`config.mk`:
```
export PLATFORM = sky130hd
export DESIGN_NAME = count_wrap_tracker
export DESIGN_NICKNAME = d
export VERILOG_FILES = /design/src/rtl/ctr_pkg.sv /design/src/rtl/ctr_evt_slot.sv /design/src/rtl/count_wrap_tracker.sv
export SDC_FILE = /design/constraint.sdc
export NUM_CORES = 1
export LEC_CHECK = 0
export CORE_UTILIZATION = 28
export CTS_CLUSTER_SIZE = 30
export DETAILED_ROUTE_END_ITERATION = 8
export DONT_BUFFER_PORTS = 1
export PLACE_DENSITY = 0.5
export SETUP_SLACK_MARGIN = 0.2
export SLEW_MARGIN = 30
export SYNTH_ARGS = -nofsm -noshare
export SYNTH_HDL_FRONTEND = slang
export SYNTH_SLANG_ARGS = --single-unit
```
`constraint.sdc`:
```
create_clock -name clk -period 8.2 [get_ports clk]
set_clock_uncertainty 0.1 [all_clocks]
set_input_delay 0.82 -clock clk [delete_from_list [all_inputs] [get_ports clk]]
set_output_delay 0.82 -clock clk [all_outputs]
set_load 0.01 [all_outputs]
```
`src/rtl/ctr_pkg.sv`:
```
// Shared types for the counter tracking blocks:
// tracker state encoding and event codes.
package ctr_pkg;

  typedef enum logic [2:0] {
    ACQUIRE,
    PROBE,
    LOCK_UP,
    LOCK_DOWN,
    FAULT
  } trk_state_e;

  localparam logic [1:0] EVT_WRAP_UP = 2'b00;
  localparam logic [1:0] EVT_WRAP_DN = 2'b01;
  localparam logic [1:0] EVT_GLITCH  = 2'b10;
  localparam logic [1:0] EVT_DIR     = 2'b11;

endpackage

```
`src/rtl/ctr_evt_slot.sv`:
```
// One-entry valid/ready holding register.
// New events are lost (sticky drop) while a held one waits.
module ctr_evt_slot #(
  parameter int W = 2
) (
  input  logic         clk,
  input  logic         rst_n,
  input  logic         flush,
  input  logic         push,
  input  logic [W-1:0] push_data,
  input  logic         pop_ready,
  output logic         valid,
  output logic [W-1:0] data,
  output logic         drop
);

  logic         valid_q, valid_d;
  logic [W-1:0] data_q, data_d;
  logic         drop_q, drop_d;
  logic         take;

  always_comb begin
    valid_d = valid_q;
    data_d  = data_q;
    drop_d  = drop_q;
    // accept into a free slot or one being drained this cycle
    take    = push && (!valid_q || pop_ready);
    if (take) begin
      valid_d = 1'b1;
      data_d  = push_data;
    end else if (push) begin
      drop_d  = 1'b1;
    end else if (valid_q && pop_ready) begin
      valid_d = 1'b0;
    end
  end

  always_ff @(posedge clk) begin
    if (!rst_n || flush) begin
      valid_q <= 1'b0;
      data_q  <= '0;
      drop_q  <= 1'b0;
    end else begin
      valid_q <= valid_d;
      data_q  <= data_d;
      drop_q  <= drop_d;
    end
  end

  assign valid = valid_q;
  assign data  = data_q;
  assign drop  = drop_q;

endmodule

```
`src/rtl/count_wrap_tracker.sv`:
```
// Tracks an up/down counter, extends it by counting wraps,
// and reports wrap/glitch/direction events.
module count_wrap_tracker #(
  parameter int CW    = 4,
  parameter int EXT_W = 8
) (
  input  logic                clk,
  input  logic                reset,
  input  logic [CW-1:0]       count_in,
  input  logic                count_en,
  input  logic                clear,
  output logic [EXT_W+CW-1:0] ext_count,
  output logic                dir_up,
  output logic                locked,
  output logic                wrap_pulse,
  output logic                err,
  output logic                evt_valid,
  input  logic                evt_ready,
  output logic [1:0]          evt_code,
  output logic                evt_drop
);
  import ctr_pkg::*;

  trk_state_e       state_q, state_d;
  logic [CW-1:0]    prev_q, prev_d;
  logic [EXT_W-1:0] acc_q, acc_d;
  logic             dir_q, dir_d;
  logic             lock_q, lock_d;
  logic             wrap_q, wrap_d;
  logic             err_q, err_d;

  logic [CW-1:0]    delta;
  logic             step_up, step_dn, hold, jump;
  logic             wrap_up, wrap_dn;
  logic             ev_push;
  logic [1:0]       ev_code;

  always_comb begin
    delta   = count_in - prev_q;
    step_up = (delta == CW'(1));
    step_dn = (delta == '1);
    hold    = (delta == '0);
    jump    = !(step_up || step_dn || hold);
    wrap_up = (prev_q == '1) && (count_in == '0);
    wrap_dn = (prev_q == '0) && (count_in == '1);

    state_d = state_q;
    prev_d  = prev_q;
    acc_d   = acc_q;
    dir_d   = dir_q;
    err_d   = err_q;
    wrap_d  = 1'b0;
    ev_push = 1'b0;
    ev_code = EVT_WRAP_UP;

    if (count_en) begin
      prev_d = count_in;
      unique case (state_q)
        ACQUIRE: state_d = PROBE;
        FAULT:   state_d = FAULT;
        default: begin
          if (jump) begin
            state_d = FAULT;
            err_d   = 1'b1;
            ev_push = 1'b1;
            ev_code = EVT_GLITCH;
          end else begin
            wrap_d = wrap_up || wrap_dn;
            if (wrap_up) acc_d = acc_q + EXT_W'(1);
            if (wrap_dn) acc_d = acc_q - EXT_W'(1);
            if (wrap_d) begin
              ev_push = 1'b1;
              ev_code = wrap_up ? EVT_WRAP_UP : EVT_WRAP_DN;
            end
            // direction change outranks the wrap code
            if (step_up) begin
              dir_d   = 1'b1;
              state_d = LOCK_UP;
              if (state_q == LOCK_DOWN) begin
                ev_push = 1'b1;
                ev_code = EVT_DIR;
              end
            end
            if (step_dn) begin
              dir_d   = 1'b0;
              state_d = LOCK_DOWN;
              if (state_q == LOCK_UP) begin
                ev_push = 1'b1;
                ev_code = EVT_DIR;
              end
            end
          end
        end
      endcase
    end

    lock_d = (state_d == LOCK_UP) || (state_d == LOCK_DOWN);
  end

  always_ff @(posedge clk) begin
    if (!reset || clear) begin
      state_q <= ACQUIRE;
      prev_q  <= '0;
      acc_q   <= '0;
      dir_q   <= 1'b0;
      lock_q  <= 1'b0;
      wrap_q  <= 1'b0;
      err_q   <= 1'b0;
    end else begin
      state_q <= state_d;
      prev_q  <= prev_d;
      acc_q   <= acc_d;
      dir_q   <= dir_d;
      lock_q  <= lock_d;
      wrap_q  <= wrap_d;
      err_q   <= err_d;
    end
  end

  ctr_evt_slot #(
    .W(2)
  ) u_slot (
    .clk       (clk),
    .rst_n     (reset),
    .flush     (clear),
    .push      (ev_push),
    .push_data (ev_code),
    .pop_ready (evt_ready),
    .valid     (evt_valid),
    .data      (evt_code),
    .drop      (evt_drop)
  );

  assign ext_count  = {acc_q, prev_q};
  assign dir_up     = dir_q;
  assign locked     = lock_q;
  assign wrap_pulse = wrap_q;
  assign err        = err_q;

endmodule

```
==> results.sh, run 1 <==
export IMPL_status="finished clean"
export IMPL_gp_congestion=0.848
export IMPL_grtUsageTotal_pct=13.7
export IMPL_seq_area_um2=460
export IMPL_required_ns=8.29
export IMPL_cts_root_buf="clkbuf_8"
export IMPL_grt_pass1_vias=1217
export IMPL_hold_buffers=0
export IMPL_syn2layout_area_growth_pct=4.69
export IMPL_synth_seq_cells=23
export IMPL_worst_pin_slew_ns=0.715
export IMPL_min_period_over_period_pct=40.4
export IMPL_wire_per_inst_um=14.3
export IMPL_die_w_um=75.7
export IMPL_cts_setup_buffers=0
export IMPL_relSlewSlack_pct=52.2
export IMPL_cts_tree="done"
export IMPL_drc=0
export IMPL_die_h_um=75.7
export IMPL_multi_input_area_um2=963
export IMPL_drive_gt1_share_pct=8.47
export IMPL_peakVddDrop_mv=0.0475
export IMPL_clock_fmax_ghz=0.302
export IMPL_port_buffers=0
export IMPL_netlist_instances=180
export IMPL_synthesis_nets=200
export IMPL_fin_crit_ns=3.31
export IMPL_cts_inserted_buffers=3
export IMPL_synth_most_common_cell="dfxtp_1"
export IMPL_path_cells="inv_1 -> ha_1 -> inv_1 -> fa_1 -> xor2_2 -> nand2_1 -> or3_1 -> a221o_1 -> or3_1 -> a21oi_1"
export IMPL_yosys_warnings=0
export IMPL_crit_start="count_in[0]"
export IMPL_grt_pass1_wl_mm=5.93
export IMPL_syn_cell_area_mm2=0.00152
export IMPL_synth_edf_count=0
export IMPL_synth_area_leaders="dfxtp_1 (30%), ha_1 (7.4%), a21oi_1 (5.6%)"
export IMPL_dp_hpwl_mm=2.63
export IMPL_grt_setup_unrepaired="false"
export IMPL_crit_slowest_cell="a221o_1"
export IMPL_hp_start="acc_q[2]$_SDFFE_PP0P_"
export IMPL_drv_slew=0
export IMPL_path_clk_slew_ns=0.09
export IMPL_cp_arrival_ns=3.40
export IMPL_cts_resized=0
export IMPL_antenna_cells=0
export IMPL_finish_utilization_pct=30.8
export IMPL_antenna_left=0
export IMPL_tns_ns=0
export IMPL_path_class="in2reg"
export IMPL_yosys_area_top_type="dfxtp_1"
export IMPL_final_nets=198
export IMPL_drt_first_pass_iters=4
export IMPL_io_pins=29
export IMPL_cp_num_buf_inv=2
export IMPL_antenna_found_initial=0
export IMPL_finalSetupViolations=0
export IMPL_cp_start_kind="input pin"
export IMPL_die_area_mm2=0.00573
export IMPL_synth_top_area_share_pct=30.3
export IMPL_clkLatencyLatePin_ns=0.26
export IMPL_routed_wl_mm=3.53
export IMPL_vias_per_cell=5.23
export IMPL_p_leak_nw=0.567
export IMPL_slowest_delay_ns=0.48
export IMPL_yosys_top_cells_count="dfxtp_1 (23), nor2_1 (18), a21oi_1 (17)"
export IMPL_vias=1293
export IMPL_fill_cells=554
export IMPL_maxCapViolations=0
export IMPL_critPathTopFamily="simple AND/OR/NAND/NOR gates"
export IMPL_cts_sinks=23
export IMPL_worstPathMaxFanout=10
export IMPL_finalHoldViolCount=0
export IMPL_hold_class="reg2reg"
export IMPL_row_count=26
export IMPL_endpoint_kind="register"
export IMPL_synth_avg_cell_area_um2=8.45
export IMPL_ys_seq_area_share_pct=30.3
export IMPL_clockBufferDepth=2
export IMPL_p_per_area_mw_per_mm2=134
export IMPL_ys_flop_type="dfxtp_1"
export IMPL_start_util_pct=29.4
export IMPL_grt_max_degree=18
export IMPL_netlist_cell_type_count=51
export IMPL_h_tree_depth=1
export IMPL_synth_async_reset_ratio_pct=0
export IMPL_drt_iter0_drc=28
export IMPL_overflow=0
export IMPL_regToRegStartpoint="prev_q[0]$_SDFFE_PP0P_"
export IMPL_core_area_mm2=0.00517
[metrics by stage]
stage,area (um2),hold slack [ns],setup slack [ns],power [W],instances
3_3_place_gp,1550,0.420,4.62,0.000145,243
6_report,1590,0.432,4.89,0.000214,247
3_5_place_dp,1550,0.423,4.63,0.000145,243
5_1_grt,1590,0.461,4.79,0.000228,247
2_1_floorplan,1520,0.389,4.88,0.000142,180
4_1_cts,1590,0.439,4.92,0.000219,247
[sequential cells by signal, summed over array words and instances, names as in the netlist, named ones only]
name          flops
u_slot.valid      1
u_slot.drop       1
dir_up            1
locked            1
state_q           2
err               1
u_slot.data       2
prev_q            4
wrap_pulse        1
acc_q             8
[placed cells by master, fill, tap and decap left out, types with 3 or more instances in the layout]
master / instances
a21oi_1: 17
a31oi_1: 3
and2b_2: 3
clkbuf_8: 3
dfxtp_1: 23
ha_1: 9
inv_1: 9
mux2i_1: 5
nand2_1: 15
nand2b_1: 5
nand3_1: 6
nand4_1: 4
nor2_1: 18
nor2b_1: 3
nor3_1: 4
o21ai_0: 6
or3_1: 3
xnor2_1: 4
[power by group]
part | internal [W] | switching, W | total [W]
clock network | 0.0000339 | 0.0000373 | 0.0000712
logic | 0.0000106 | 0.0000170 | 0.0000277
registers | 0.000113 | 0.00000213 | 0.000115
[area by class of cell]
cell class / instances / share of cell area, %
Multi-Input combinational cell: 141 / 60.5
Sequential cell: 23 / 28.9
Tap cell: 70 / 5.50
Clock buffer: 3 / 2.59
Inverter: 9 / 2.12
Clock inverter: 1 / 0.314
[worst min-delay path: cells and delay by family, from the launching register on]
| kind | cells | cell delay [ns] |
|---|---|---|
| flops | 1 | 0.36 |
| simple gates | 1 | 0.07 |
| compound gates | 1 | 0.05 |
[cell families after synthesis]
logic type,count (synthesis),synth area share [%]
AND/OR/NAND/NOR,72,25.6
AO/OA/AOI/OAI,46,19.8
flip-flops,23,30.3
buffers and inverters,16,6.34
adder cells (fa/ha/maj),11,10.0
XOR/XNOR,6,3.95
multiplexers,6,4.03
[metal layers]
metal,up-vias,track usage (%),wire length [um]
li1,650,-,-
met1,597,17.6,1630
met3,8,3.57,183
met4,0,5.14,63
met5,-,0,0
met2,38,22.0,1650
[final timing paths]
check	slack [ns]	cells after the start	endpoint
hold reg to reg	0.43	2	acc_q[2]$_SDFFE_PP0P_
setup reg to reg	5.01	9	acc_q[7]$_SDFFE_PP0P_
setup / recovery	4.89	10	acc_q[7]$_SDFFE_PP0P_
hold / removal	0.43	2	acc_q[2]$_SDFFE_PP0P_
(Power assumes the default switching activity.)
==> run 2, diff against run 1 <==
clock period = 3.5 ns   (was 8.2 ns; I/O delays follow)
==> run 2 against run 1 <==
Via count decreased by 1.4%. Clock power increased by 140%. Global-route usage decreased by 0.42 points. Cell count increased by 0.81%. First-iteration DRC count increased by 46%. Critical path depth decreased by 1. Non-clock buffer count increased by 2. Sequential power increased by 130%. Sequential cell count unchanged.
==> results.sh, run 2 (same netlist as run 1, synthesis figures left out) <==
export IMPL_status="finished clean"
export IMPL_h_tree_depth=1
export IMPL_required_ns=3.60
export IMPL_drc=0
export IMPL_drv_slew=0
export IMPL_antenna_left=0
export IMPL_cts_root_buf="clkbuf_8"
export IMPL_path_clk_slew_ns=0.09
export IMPL_vias_per_cell=5.12
export IMPL_reg_top3="acc_q x8, prev_q x4"
export IMPL_cts_inserted_buffers=3
export IMPL_tns_ns=0
export IMPL_grtUsageTotal_pct=13.3
export IMPL_drt_first_pass_iters=4
export IMPL_dpl_worst_slack_ns=0.415
export IMPL_routed_wl_mm=3.46
export IMPL_finish_utilization_pct=31.2
export IMPL_peakVddDrop_mv=0.114
export IMPL_largest_register_ffs=8
export IMPL_min_period_over_period_pct=85.9
export IMPL_syn2layout_area_growth_pct=6.09
export IMPL_die_w_um=75.7
export IMPL_cts_tree="done"
export IMPL_fin_cells=249
export IMPL_clkLatencyLatePin_ns=0.27
export IMPL_clockBufferDepth=2
export IMPL_path_class="reg2reg"
export IMPL_final_nets=200
export IMPL_clock_fmax_ghz=0.333
export IMPL_endpoint_kind="register"
export IMPL_cp_arrival_ns=3.11
export IMPL_final_setup_worst_slack_ns=0.493
export IMPL_cp_start_kind="register"
export IMPL_final_common_cell="dfxtp_1"
export IMPL_grt_setup_unrepaired="false"
export IMPL_maxCapViolations=0
export IMPL_fin_crit_ns=3.01
export IMPL_grt_max_degree=18
export IMPL_die_area_mm2=0.00573
export IMPL_relSlewSlack_pct=53.0
export IMPL_cts_setup_buffers=0
export IMPL_worst_pin_slew_ns=0.705
export IMPL_min_path_cells=2
export IMPL_worstPathMaxFanout=10
export IMPL_p_per_area_mw_per_mm2=315
export IMPL_top_register="acc_q"
export IMPL_antenna_cells=0
export IMPL_mostFrequentLayoutCells="dfxtp_1 (23), nor2_1 (18), a21oi_1 (17)"
export IMPL_io_pins=29
export IMPL_overflow=0
export IMPL_start_util_pct=29.4
export IMPL_finalSetupViolations=0
export IMPL_antenna_found_initial=0
export IMPL_worst_r2r_path_depth=9
export IMPL_p_leak_nw=0.579
export IMPL_row_count=26
export IMPL_cts_sinks=23
export IMPL_wire_per_inst_um=13.9
export IMPL_hold_class="in2reg"
export IMPL_grt_pass1_vias=1168
export IMPL_numPlacedInstances=245
export IMPL_core_area_mm2=0.00517
export IMPL_drt_iter0_drc=41
export IMPL_vias=1275
export IMPL_grt_pass1_wl_mm=5.65
export IMPL_finalHoldViolCount=0
export IMPL_dp_hpwl_mm=2.60
export IMPL_port_buffers=0
export IMPL_drive_gt1_share_pct=10.6
export IMPL_gp_congestion=0.845
export IMPL_die_h_um=75.7
## run 2: layer usage
metal,GRT usage [%],vias to the layer above,wire length (um)
li1,-,654,-
met1,16.5,590,1570
met2,21.7,26,1590
met3,4.23,5,254
met4,4.32,0,51
met5,0,-,0
## run 2: area by class of cell
class / instances / area [um2]
fillers: 551 / 3560
multi-input cells: 141 / 970
flip-flops and latches: 23 / 460
well taps: 70 / 87.6
clock buffers: 3 / 41.3
inverters: 9 / 33.8
repair buffers: 2 / 15.0
clock inverters: 1 / 5.00
## run 2: worst paths after layout
path	from	end	slack (ns)
hold / removal	count_in[3]	prev_q[3]$_SDFFE_PP0P_	0.12
hold reg to reg	acc_q[4]$_SDFFE_PP0P_	acc_q[4]$_SDFFE_PP0P_	0.43
setup reg to reg	prev_q[0]$_SDFFE_PP0P_	acc_q[7]$_SDFFE_PP0P_	0.49
setup / recovery	prev_q[0]$_SDFFE_PP0P_	acc_q[7]$_SDFFE_PP0P_	0.49
## run 2: metrics by stage
| step | hold WS, ns | instance area (um2) | power, W |
|---|---|---|---|
| after global routing | 0.124 | 1610 | 0.000537 |
| after CTS | 0.125 | 1610 | 0.000515 |
| after floorplan | 0.389 | 1520 | 0.000333 |
| final | 0.124 | 1610 | 0.000508 |
| after detailed placement | 0.409 | 1560 | 0.000340 |
| after global placement | 0.407 | 1560 | 0.000341 |
## run 2: power by group
part | switching [W] | internal, W | leakage [nW]
Clock | 0.0000929 | 0.0000797 | 0.0255
Sequential | 0.00000421 | 0.000264 | 0.186
Combinational | 0.0000405 | 0.0000261 | 0.368
Total | 0.000138 | 0.000370 | 0.579
## run 2: timing repair
item	in CTS	in global routing
hold buffers	0	0
resized for setup	0	2
endpoints found under the setup margin	0	1
## run 2: critical path: stages, from the launching register on
cell and delay, ns:
dfxtp_1 0.45, ha_1 0.20, inv_1 0.05, fa_1 0.53
and2b_2 0.17, nand2_1 0.10, or3_4 0.40, a221o_2 0.44
or3_1 0.36, a21oi_1 0.13
